`config.mk`:
```
export PLATFORM = sky130hd
export DESIGN_NAME = lms_adapt_ctrl
export DESIGN_NICKNAME = d
export VERILOG_FILES = /design/src/rtl/lms_adapt_ctrl.sv
export SDC_FILE = /design/constraint.sdc
export NUM_CORES = 1
export LEC_CHECK = 0
export CAP_MARGIN = 15
export CORE_UTILIZATION = 33
export DETAILED_ROUTE_END_ITERATION = 8
export DONT_BUFFER_PORTS = 1
export MAX_ROUTING_LAYER = met4
export PLACE_DENSITY = 0.52
export SYNTH_ARGS = -nofsm -noshare
export SYNTH_HDL_FRONTEND = slang
export SYNTH_SLANG_ARGS = --single-unit
```
`constraint.sdc`:
```
create_clock -name i_clk -period 5.7 [get_ports i_clk]
set_clock_uncertainty 0.2 [all_clocks]
set_input_delay 1.14 -clock i_clk [delete_from_list [all_inputs] [get_ports i_clk]]
set_output_delay 1.14 -clock i_clk [all_outputs]
set_load 0.05 [all_outputs]
```
`src/rtl/lms_adapt_ctrl.sv`:
```
// Sequencing controller for a two-tap LMS adaptive filter: flush, coarse-step
// training, lock detection, fine-step tracking, freeze/hold, abort and timeout.
module lms_adapt_ctrl #(
  parameter int unsigned DW        = 16,
  parameter int unsigned FLUSH_LEN = 4,
  parameter int unsigned WIN       = 8,
  parameter int unsigned ERR_THR   = 64,
  parameter int unsigned MAX_TRAIN = 4096,
  parameter int unsigned MU_TRAIN  = 10,
  parameter int unsigned MU_TRACK  = 12,
  localparam int unsigned SW       = $clog2(MAX_TRAIN + 1)
) (
  input  logic          i_clk,
  input  logic          i_rst_n,
  input  logic          i_start,
  input  logic          i_abort,
  input  logic          i_freeze,
  input  logic          i_sample_valid,
  input  logic [DW-1:0] i_err_in,
  output logic          o_filt_clr,
  output logic          o_adapt_en,
  output logic [3:0]    o_mu_shift,
  output logic [2:0]    o_state,
  output logic          o_converged,
  output logic          o_timeout,
  output logic [SW-1:0] o_samp_cnt
);

  localparam int unsigned FW    = $clog2(FLUSH_LEN + 1);
  localparam int unsigned GW    = $clog2(WIN + 1);
  localparam int unsigned ThrHi = 4 * ERR_THR;

  localparam logic [FW-1:0] FlushLast = FW'(FLUSH_LEN - 1);
  localparam logic [GW-1:0] WinC      = GW'(WIN);
  localparam logic [SW-1:0] MaxC      = SW'(MAX_TRAIN);
  localparam logic [3:0]    MuTrain   = 4'(MU_TRAIN);
  localparam logic [3:0]    MuTrack   = 4'(MU_TRACK);
  localparam logic [DW-1:0] MinNeg    = {1'b1, {(DW - 1){1'b0}}};
  localparam logic [DW-1:0] MaxPos    = {1'b0, {(DW - 1){1'b1}}};

  typedef enum logic [2:0] {
    StIdle  = 3'd0,
    StFlush = 3'd1,
    StTrain = 3'd2,
    StTrack = 3'd3,
    StHold  = 3'd4,
    StFail  = 3'd5
  } state_e;

  state_e        r_state, w_state_d;
  state_e        r_ret, w_ret_d;
  logic [FW-1:0] r_flush_cnt, w_flush_cnt_d;
  logic [GW-1:0] r_good_cnt, w_good_cnt_d;
  logic [GW-1:0] r_bad_cnt, w_bad_cnt_d;
  logic [SW-1:0] r_samp_cnt, w_samp_cnt_d;

  logic [DW-1:0] w_err_neg, w_mag;
  logic [31:0]   w_mag32;
  logic          w_is_good, w_is_bad, w_in_track;
  logic [GW-1:0] w_good_nxt, w_bad_nxt;
  logic [SW-1:0] w_samp_nxt;

  // Error magnitude; the most negative code saturates to the largest positive one.
  assign w_err_neg = ~i_err_in + DW'(1);
  assign w_mag     = !i_err_in[DW-1] ? i_err_in :
                     (i_err_in == MinNeg) ? MaxPos : w_err_neg;
  assign w_mag32   = 32'(w_mag);
  assign w_is_good = w_mag32 < ERR_THR;
  assign w_is_bad  = w_mag32 >= ThrHi;

  // Saturating candidate counter values for the current sample.
  assign w_good_nxt = !w_is_good ? '0 : (r_good_cnt == WinC) ? r_good_cnt : r_good_cnt + GW'(1);
  assign w_bad_nxt  = !w_is_bad  ? '0 : (r_bad_cnt == WinC)  ? r_bad_cnt  : r_bad_cnt + GW'(1);
  assign w_samp_nxt = (r_samp_cnt == MaxC) ? r_samp_cnt : r_samp_cnt + SW'(1);

  // Next-state and counter update; abort > freeze > start > sample-driven.
  always_comb begin
    w_state_d     = r_state;
    w_ret_d       = r_ret;
    w_flush_cnt_d = r_flush_cnt;
    w_good_cnt_d  = r_good_cnt;
    w_bad_cnt_d   = r_bad_cnt;
    w_samp_cnt_d  = r_samp_cnt;
    if (i_abort) begin
      w_state_d     = StIdle;
      w_ret_d       = StIdle;
      w_flush_cnt_d = '0;
      w_good_cnt_d  = '0;
      w_bad_cnt_d   = '0;
      w_samp_cnt_d  = '0;
    end else begin
      unique case (r_state)
        StIdle, StFail: begin
          if (i_start) begin
            w_state_d     = StFlush;
            w_flush_cnt_d = '0;
            w_good_cnt_d  = '0;
            w_bad_cnt_d   = '0;
            w_samp_cnt_d  = '0;
          end
        end
        StFlush: begin
          if (r_flush_cnt == FlushLast) w_state_d = StTrain;
          else w_flush_cnt_d = r_flush_cnt + FW'(1);
        end
        StTrain: begin
          if (i_freeze) begin
            w_state_d = StHold;
            w_ret_d   = StTrain;
          end else if (i_sample_valid) begin
            w_samp_cnt_d = w_samp_nxt;
            w_good_cnt_d = w_good_nxt;
            if (w_good_nxt == WinC) begin
              w_state_d   = StTrack;
              w_bad_cnt_d = '0;
            end else if (w_samp_nxt == MaxC) begin
              w_state_d = StFail;
            end
          end
        end
        StTrack: begin
          if (i_freeze) begin
            w_state_d = StHold;
            w_ret_d   = StTrack;
          end else if (i_sample_valid) begin
            w_bad_cnt_d = w_bad_nxt;
            if (w_bad_nxt == WinC) begin
              w_state_d    = StTrain;
              w_good_cnt_d = '0;
              w_bad_cnt_d  = '0;
              w_samp_cnt_d = '0;
            end
          end
        end
        StHold: begin
          if (!i_freeze) w_state_d = r_ret;
        end
        default: w_state_d = StIdle;
      endcase
    end
  end

  // State and counter registers.
  always_ff @(posedge i_clk or negedge i_rst_n) begin
    if (!i_rst_n) begin
      r_state     <= StIdle;
      r_ret       <= StIdle;
      r_flush_cnt <= '0;
      r_good_cnt  <= '0;
      r_bad_cnt   <= '0;
      r_samp_cnt  <= '0;
    end else begin
      r_state     <= w_state_d;
      r_ret       <= w_ret_d;
      r_flush_cnt <= w_flush_cnt_d;
      r_good_cnt  <= w_good_cnt_d;
      r_bad_cnt   <= w_bad_cnt_d;
      r_samp_cnt  <= w_samp_cnt_d;
    end
  end

  // Outputs decode registered state only; HOLD keeps the step size of its return state.
  assign w_in_track  = (r_state == StTrack) || ((r_state == StHold) && (r_ret == StTrack));
  assign o_state     = r_state;
  assign o_filt_clr  = (r_state == StFlush);
  assign o_adapt_en  = (r_state == StTrain) || (r_state == StTrack);
  assign o_converged = w_in_track;
  assign o_mu_shift  = w_in_track ? MuTrack : MuTrain;
  assign o_timeout   = (r_state == StFail);
  assign o_samp_cnt  = r_samp_cnt;

endmodule

```
==> flow_summary_export.csv, run 1 <==
group,metric,value,unit
sta,setup_ws,1.11,ns
critical_path,regToRegStartpoint,"o_samp_cnt[2]",
global_routing,overflow,0,
detailed_routing,wl_per_cell,15.2,um
critical_path,crit_type,"flip-flop to output port",
global_routing,antenna_found_initial,0,
job,max-cap-violations,0,
synthesis,synthAdderAreaFrac,4.59,%
pwr,cellPowerDensity,274,nW/um^2
global_routing,grt_pass1_vias,2043,
place,numPortBuffers,0,
clock_network,cts_setup_buffers,0,
clock_network,cts_resized,0,
clock_network,cts.sinks,29,
clock_network,cts_buffers,5,
place,gp_congestion,0.794,
critical_path,slowest_delay,0.89,ns
synthesis,synth.distinct_cells,55,
synthesis,synth-edff-count,0,
synthesis,syn_area,2450,sq um
die,start_util,34.0,%
die,die-area,7780,sq um
critical_path,cp_common_cell,"inv_1",
sta,final_max_slew_viol_count,0,
detailed_routing,viasPerCell,5.67,
sta,final-setup-viol-count,0,
critical_path,end_kind,"output port",
detailed_routing,drt_pre_antenna_iters,4,
finish,drive_gt1_share,6.86,%
finish,antenna_cells,0,
critical_path,required,4.36,ns
finish,fin_util,35.6,%
sta,min_period,4.59,ns
critical_path,crit_chain,"inv_1, nand2_1, inv_1, a22o_1, inv_1",
sta,slew_headroom,34.4,%
critical_path,cp.arrival,3.25,ns
finish,final_cell_mix,"nand2_1, dfrtp_1, o21ai_0",
clock_network,hold_buffers,0,
synthesis,synth_xor_area_share,0.357,%
global_routing,track_usage,16.9,%
sta,fin_setup_tns,0,ns
pwr,vdd_drop_max,0.225,mV
sta,rsz0062_at_grt,"no",
synthesis,yosys_register_bits,29,
detailed_routing,drc,0,
detailed_routing,drt-total-wl,6170,um
worst_hold_path,min-delay-start,"r_flush_cnt[2]",
synthesis,async_flop_share,100,%
critical_path,slowest_stage,"a22o_1",
synthesis,synth_nets,351,
synthesis,synth_flop_cell,"dfrtp_1",
die,die_y,88.2,um
sta,max_freq,218,MHz
clock_network,worstSkewPairLatency,0.28,ns
worst_hold_path,hold_class,"flip-flop to flip-flop",
die,ios,46,
critical_path,startpoint,"o_state[2]",
outcome,run_status,"completed",
die,die_x,88.2,um
critical_path,startpoint_type,"flip-flop",
synthesis,synth_compound_area_share,27.5,%
place,dp_hpwl,4520,um
pwr,power_leakage,0.991,nW
finish,final_common_cell,"nand2_1",
critical_path,crit_fanout,10,
synthesis,seq_area_frac_synth,29.6,%
sta,worst_pin_slew,0.984,ns
clock_network,cts_tree,"built",
synthesis,synth_area_per_cell,7.66,sq um
detailed_routing,drt_iter0_markers,119,
global_routing,grt_pass1_wl,9940,um
die,row_count,31,
synthesis,synth_top_family_by_area,"compound AO/OA/AOI/OAI gates",
clock_network,clk_pin_slew,0.06,ns
finish,syn2layout_area_growth,4.59,%
clock_network,cts_max_level,2,
synthesis,synth-simple-area-share,27.3,%
finish,finalNetCount,338,
synthesis,syn_inst,320,
sta,hold_violations,0,
place,place_ws,1.40,ns
detailed_routing,vias,2296,
synthesis,synth.area.mux_share,2.96,%
clock_network,root_buffer,"clkbuf_8",
synthesis,ys_warn_count,0,
detailed_routing,ant_nets,0,
clock_network,cts_max_path_buffers,2,
sta,post-route-period-util,80.5,%
die,coreArea,7210,sq um
global_routing,grt_max_degree,30,
## Yosys cell counts (all sizes together) (4+ instances only)
cell | number | area [sq um]
o21ai | 26 | 130
a31oi | 4 | 25.0
a211oi | 4 | 35.0
a22o | 6 | 52.6
or4 | 4 | 33.8
and3 | 5 | 31.3
ha | 9 | 113
mux2i | 5 | 50.1
a32o | 5 | 50.1
inv | 20 | 75.1
nor2b | 4 | 25.0
or3 | 5 | 31.3
nand3 | 10 | 50.1
dfrtp | 29 | 726
clkbuf | 17 | 63.8
or2 | 5 | 31.3
nor4 | 4 | 25.0
nand4 | 6 | 37.5
buf | 5 | 41.3
nor2 | 22 | 82.6
nor3b | 4 | 30.0
a21oi | 22 | 110
nand2 | 36 | 135
o211ai | 4 | 30.0
nor3 | 15 | 75.1
## where the power goes
group	internal (W)	switching, W
Clock	0.0000801	0.0000762
Sequential	0.000220	0.0000771
Combinational	0.0000801	0.000169
## critical path: cells and delay by family (launching register included)
family,cells,cell delay [ns]
DFF,1,0.65
buffers and inverters,3,1.28
and+or+nand+nor,1,0.14
AOI/OAI and AO/OA,1,0.89
## metal layers
layer	vias up	GRT usage [%]	routed length, um
li1	1154	-	-
met1	1080	22.2	2950
met5	-	-	0
met3	6	3.20	288
met4	0	4.40	64
met2	56	26.5	2870
## through the flow
step / power [W] / area [sq um] / instances / hold WS [ns]
after floorplan: 0.000502 / 2450 / 320 / 0.250
after global placement: 0.000548 / 2490 / 399 / 0.265
after detailed placement: 0.000550 / 2490 / 399 / 0.272
after CTS: 0.000709 / 2560 / 405 / 0.287
after global routing: 0.000749 / 2560 / 405 / 0.314
final: 0.000703 / 2560 / 405 / 0.285
## registers in the layout, summed over array words and instances, names as in the netlist
name	flops
o_samp_cnt	13
o_state	3
r_bad_cnt	4
r_flush_cnt	3
r_good_cnt	4
r_ret	2
## cell type report
cell class	count	area [sq um]
fillers	781	4650
multi-input cells	249	1550
flip-flops and latches	29	726
well taps	99	124
inverters	20	75.1
clock buffers	5	68.8
repair buffers	2	15.0
clock inverters	1	5.00
## cells by family (layout without fill, tap and decap cells)
family,after synthesis,in the layout
AO/OA/AOI/OAI,99,99
flip-flops,29,29
adder cells (fa/ha/maj),9,9
AND/OR/NAND/NOR,131,131
multiplexers,7,7
other,2,2
XOR/XNOR,1,1
buffers and inverters,42,28
## final timing paths
path | slack [ns] | end | cells past startpoint
min in group asynchronous | 0.35 | o_samp_cnt[3] | 0
max reg2reg | 2.39 | o_state[1] | 8
min reg2reg | 0.29 | r_flush_cnt[2] | 2
max in group asynchronous | 4.86 | r_bad_cnt[2] | 0
max | 1.11 | o_mu_shift[1] | 5
min | 0.29 | r_flush_cnt[2] | 2
No activity file was read; power rests on OpenSTA's default activity.
==> run 2: changes to the inputs <==
==> constraint.sdc (replaced) <==
create_clock -name i_clk -period 4.6 [get_ports i_clk]
set_clock_uncertainty 0.2 [all_clocks]
set_input_delay 0.92 -clock i_clk [delete_from_list [all_inputs] [get_ports i_clk]]
set_output_delay 0.92 -clock i_clk [all_outputs]
set_load 0.05 [all_outputs]
==> run 2 against run 1 <==
- global-route usage is 0.20 points higher
- critical path depth is 2 higher
- power is 28% higher
- non-clock buffer count is 4 higher
- largest power group is now combinational cells
- highest routed layer unchanged
==> flow_summary_export.csv, run 2 (same netlist as run 1, synthesis figures left out) <==
group,metric,value,unit
outcome,run_status,"completed",
sta,fin_setup_tns,0,ns
critical_path,crit_family,"buffers and inverters",
pwr,internal-power,0.000488,W
clock_network,worstSkewPairLatency,0.28,ns
place,dp_hpwl,4460,um
clock_network,hold_buffers,0,
die,start_util,34.0,%
finish,syn2layout_area_growth,6.33,%
finish,antenna_cells,0,
sta,worst_pin_slew,0.933,ns
place,gp_congestion,0.820,
critical_path,cp.arrival,2.77,ns
clock_network,cts_max_level,2,
clock_network,root_buffer,"clkbuf_8",
detailed_routing,ant_nets,0,
critical_path,cp_common_cell,"inv_1",
sta,rsz0062_at_grt,"no",
global_routing,overflow,0,
finish,final_cell_mix,"nand2_1, dfrtp_1, o21ai_0",
pwr,power,0.000903,W
detailed_routing,viasPerCell,5.56,
global_routing,antenna_found_initial,0,
pwr,power_switching,0.000415,W
global_routing,grt_pass1_vias,2120,
clock_network,cts_buffers,5,
die,coreArea,7210,sq um
critical_path,reg2reg_depth,9,
critical_path,slowest_stage,"dfrtp_1",
global_routing,grt_max_degree,30,
job,max-cap-violations,0,
pwr,cellPowerDensity,346,nW/um^2
finish,largest_reg_flops,13,
die,die_x,88.2,um
die,die-area,7780,sq um
sta,hold_violations,0,
detailed_routing,drt-total-wl,6140,um
pwr,comb_power_share,39.0,%
pwr,clkPwrFrac,23.2,%
finish,drive_gt1_share,8.65,%
clock_network,cts_setup_buffers,0,
clock_network,cts.sinks,29,
place,numPortBuffers,0,
sta,post-route-period-util,84.6,%
finish,finalNetCount,342,
global_routing,track_usage,17.1,%
critical_path,r2r_end,"r_good_cnt[0]",
clock_network,cts_tree,"built",
global_routing,grt_pass1_wl,9980,um
detailed_routing,vias,2284,
detailed_routing,drc,0,
sta,final-setup-viol-count,0,
detailed_routing,wl_per_cell,14.9,um
sta,slew_headroom,37.6,%
pwr,switching_share,46.0,%
clock_network,cts_resized,0,
critical_path,crit_chain,"inv_1, nand2_1, inv_1, a22o_1, buf_4, inv_1, buf_4",
worst_hold_path,hold_class,"input port to async pin",
critical_path,end_kind,"output port",
critical_path,required,3.48,ns
critical_path,regToRegStartpoint,"o_state[2]",
critical_path,crit_buf_inv,5,
sta,min_period,3.89,ns
clock_network,clk_pin_slew,0.07,ns
die,ios,46,
sta,final_max_slew_viol_count,0,
die,row_count,31,
clock_network,cts_max_path_buffers,2,
critical_path,startpoint_type,"flip-flop",
critical_path,crit_fanout,10,
sta,max_freq,257,MHz
pwr,power_leakage,1.01,nW
finish,final_common_cell,"nand2_1",
critical_path,crit_type,"flip-flop to output port",
die,die_y,88.2,um
critical_path,rrSetupSlack,1.25,ns
pwr,p_seq_share,37.8,%
detailed_routing,drt_pre_antenna_iters,4,
critical_path,slowest_delay,0.84,ns
pwr,vdd_drop_max,0.244,mV
detailed_routing,drt_iter0_markers,148,
run 2: power by group through the flow:
stage | combinational, W | clock, W | sequential, W
5_1_grt | 0.000389 | 0.000226 | 0.000347
6_report | 0.000352 | 0.000210 | 0.000341
2_1_floorplan | 0.000280 | 0 | 0.000342
4_1_cts | 0.000354 | 0.000216 | 0.000342
3_5_place_dp | 0.000354 | 0 | 0.000347
3_3_place_gp | 0.000353 | 0 | 0.000346
run 2: metal layers:
metal / GRT usage, % / vias to the layer above / part of all wire, %
met5: - / - / 0
met1: 22.5 / 1078 / 48
li1: - / 1157 / -
met4: 3.96 / 0 / 0.73
met3: 2.83 / 4 / 3.8
met2: 27.3 / 45 / 48
run 2: cell type report:
class,instances,area [sq um]
well taps,99,124
repair buffers,6,45.0
clock buffers,5,68.8
inverters,20,75.1
fillers,789,4610
clock inverters,3,17.5
flip-flops and latches,29,726
multi-input cells,249,1550
run 2: how the worst max path moves through the flow:
stage	startpoint	to	slack (ns)	cells after the start
floorplan	i_err_in[5]	r_good_cnt[0]	1.04	10
global placement	i_err_in[5]	o_state[1]	0.91	8
detailed placement	i_err_in[5]	r_good_cnt[0]	0.87	8
CTS	o_state[2]	o_mu_shift[1]	0.68	7
global route	o_state[2]	o_mu_shift[1]	0.60	7
finish	o_state[2]	o_mu_shift[1]	0.71	7
run 2: through the flow:
step	instances	setup WS (ns)	cell area [sq um]	hold WS, ns	util [%]
2_1_floorplan	320	1.04	2450	0.250	-
3_3_place_gp	403	0.910	2520	0.267	34.9
3_5_place_dp	403	0.874	2520	0.280	34.9
4_1_cts	411	0.680	2610	0.117	36.1
5_1_grt	411	0.599	2610	0.107	36.1
6_report	411	0.708	2610	0.127	36.1
run 2: worst register-to-register path, delay by kind of cell, from the launching register on:
family	cells	cell delay (ns)
AO/OA/AOI/OAI	3	0.73
buffers and inverters	2	0.58
flip-flops	1	0.84
AND/OR/NAND/NOR	4	0.93
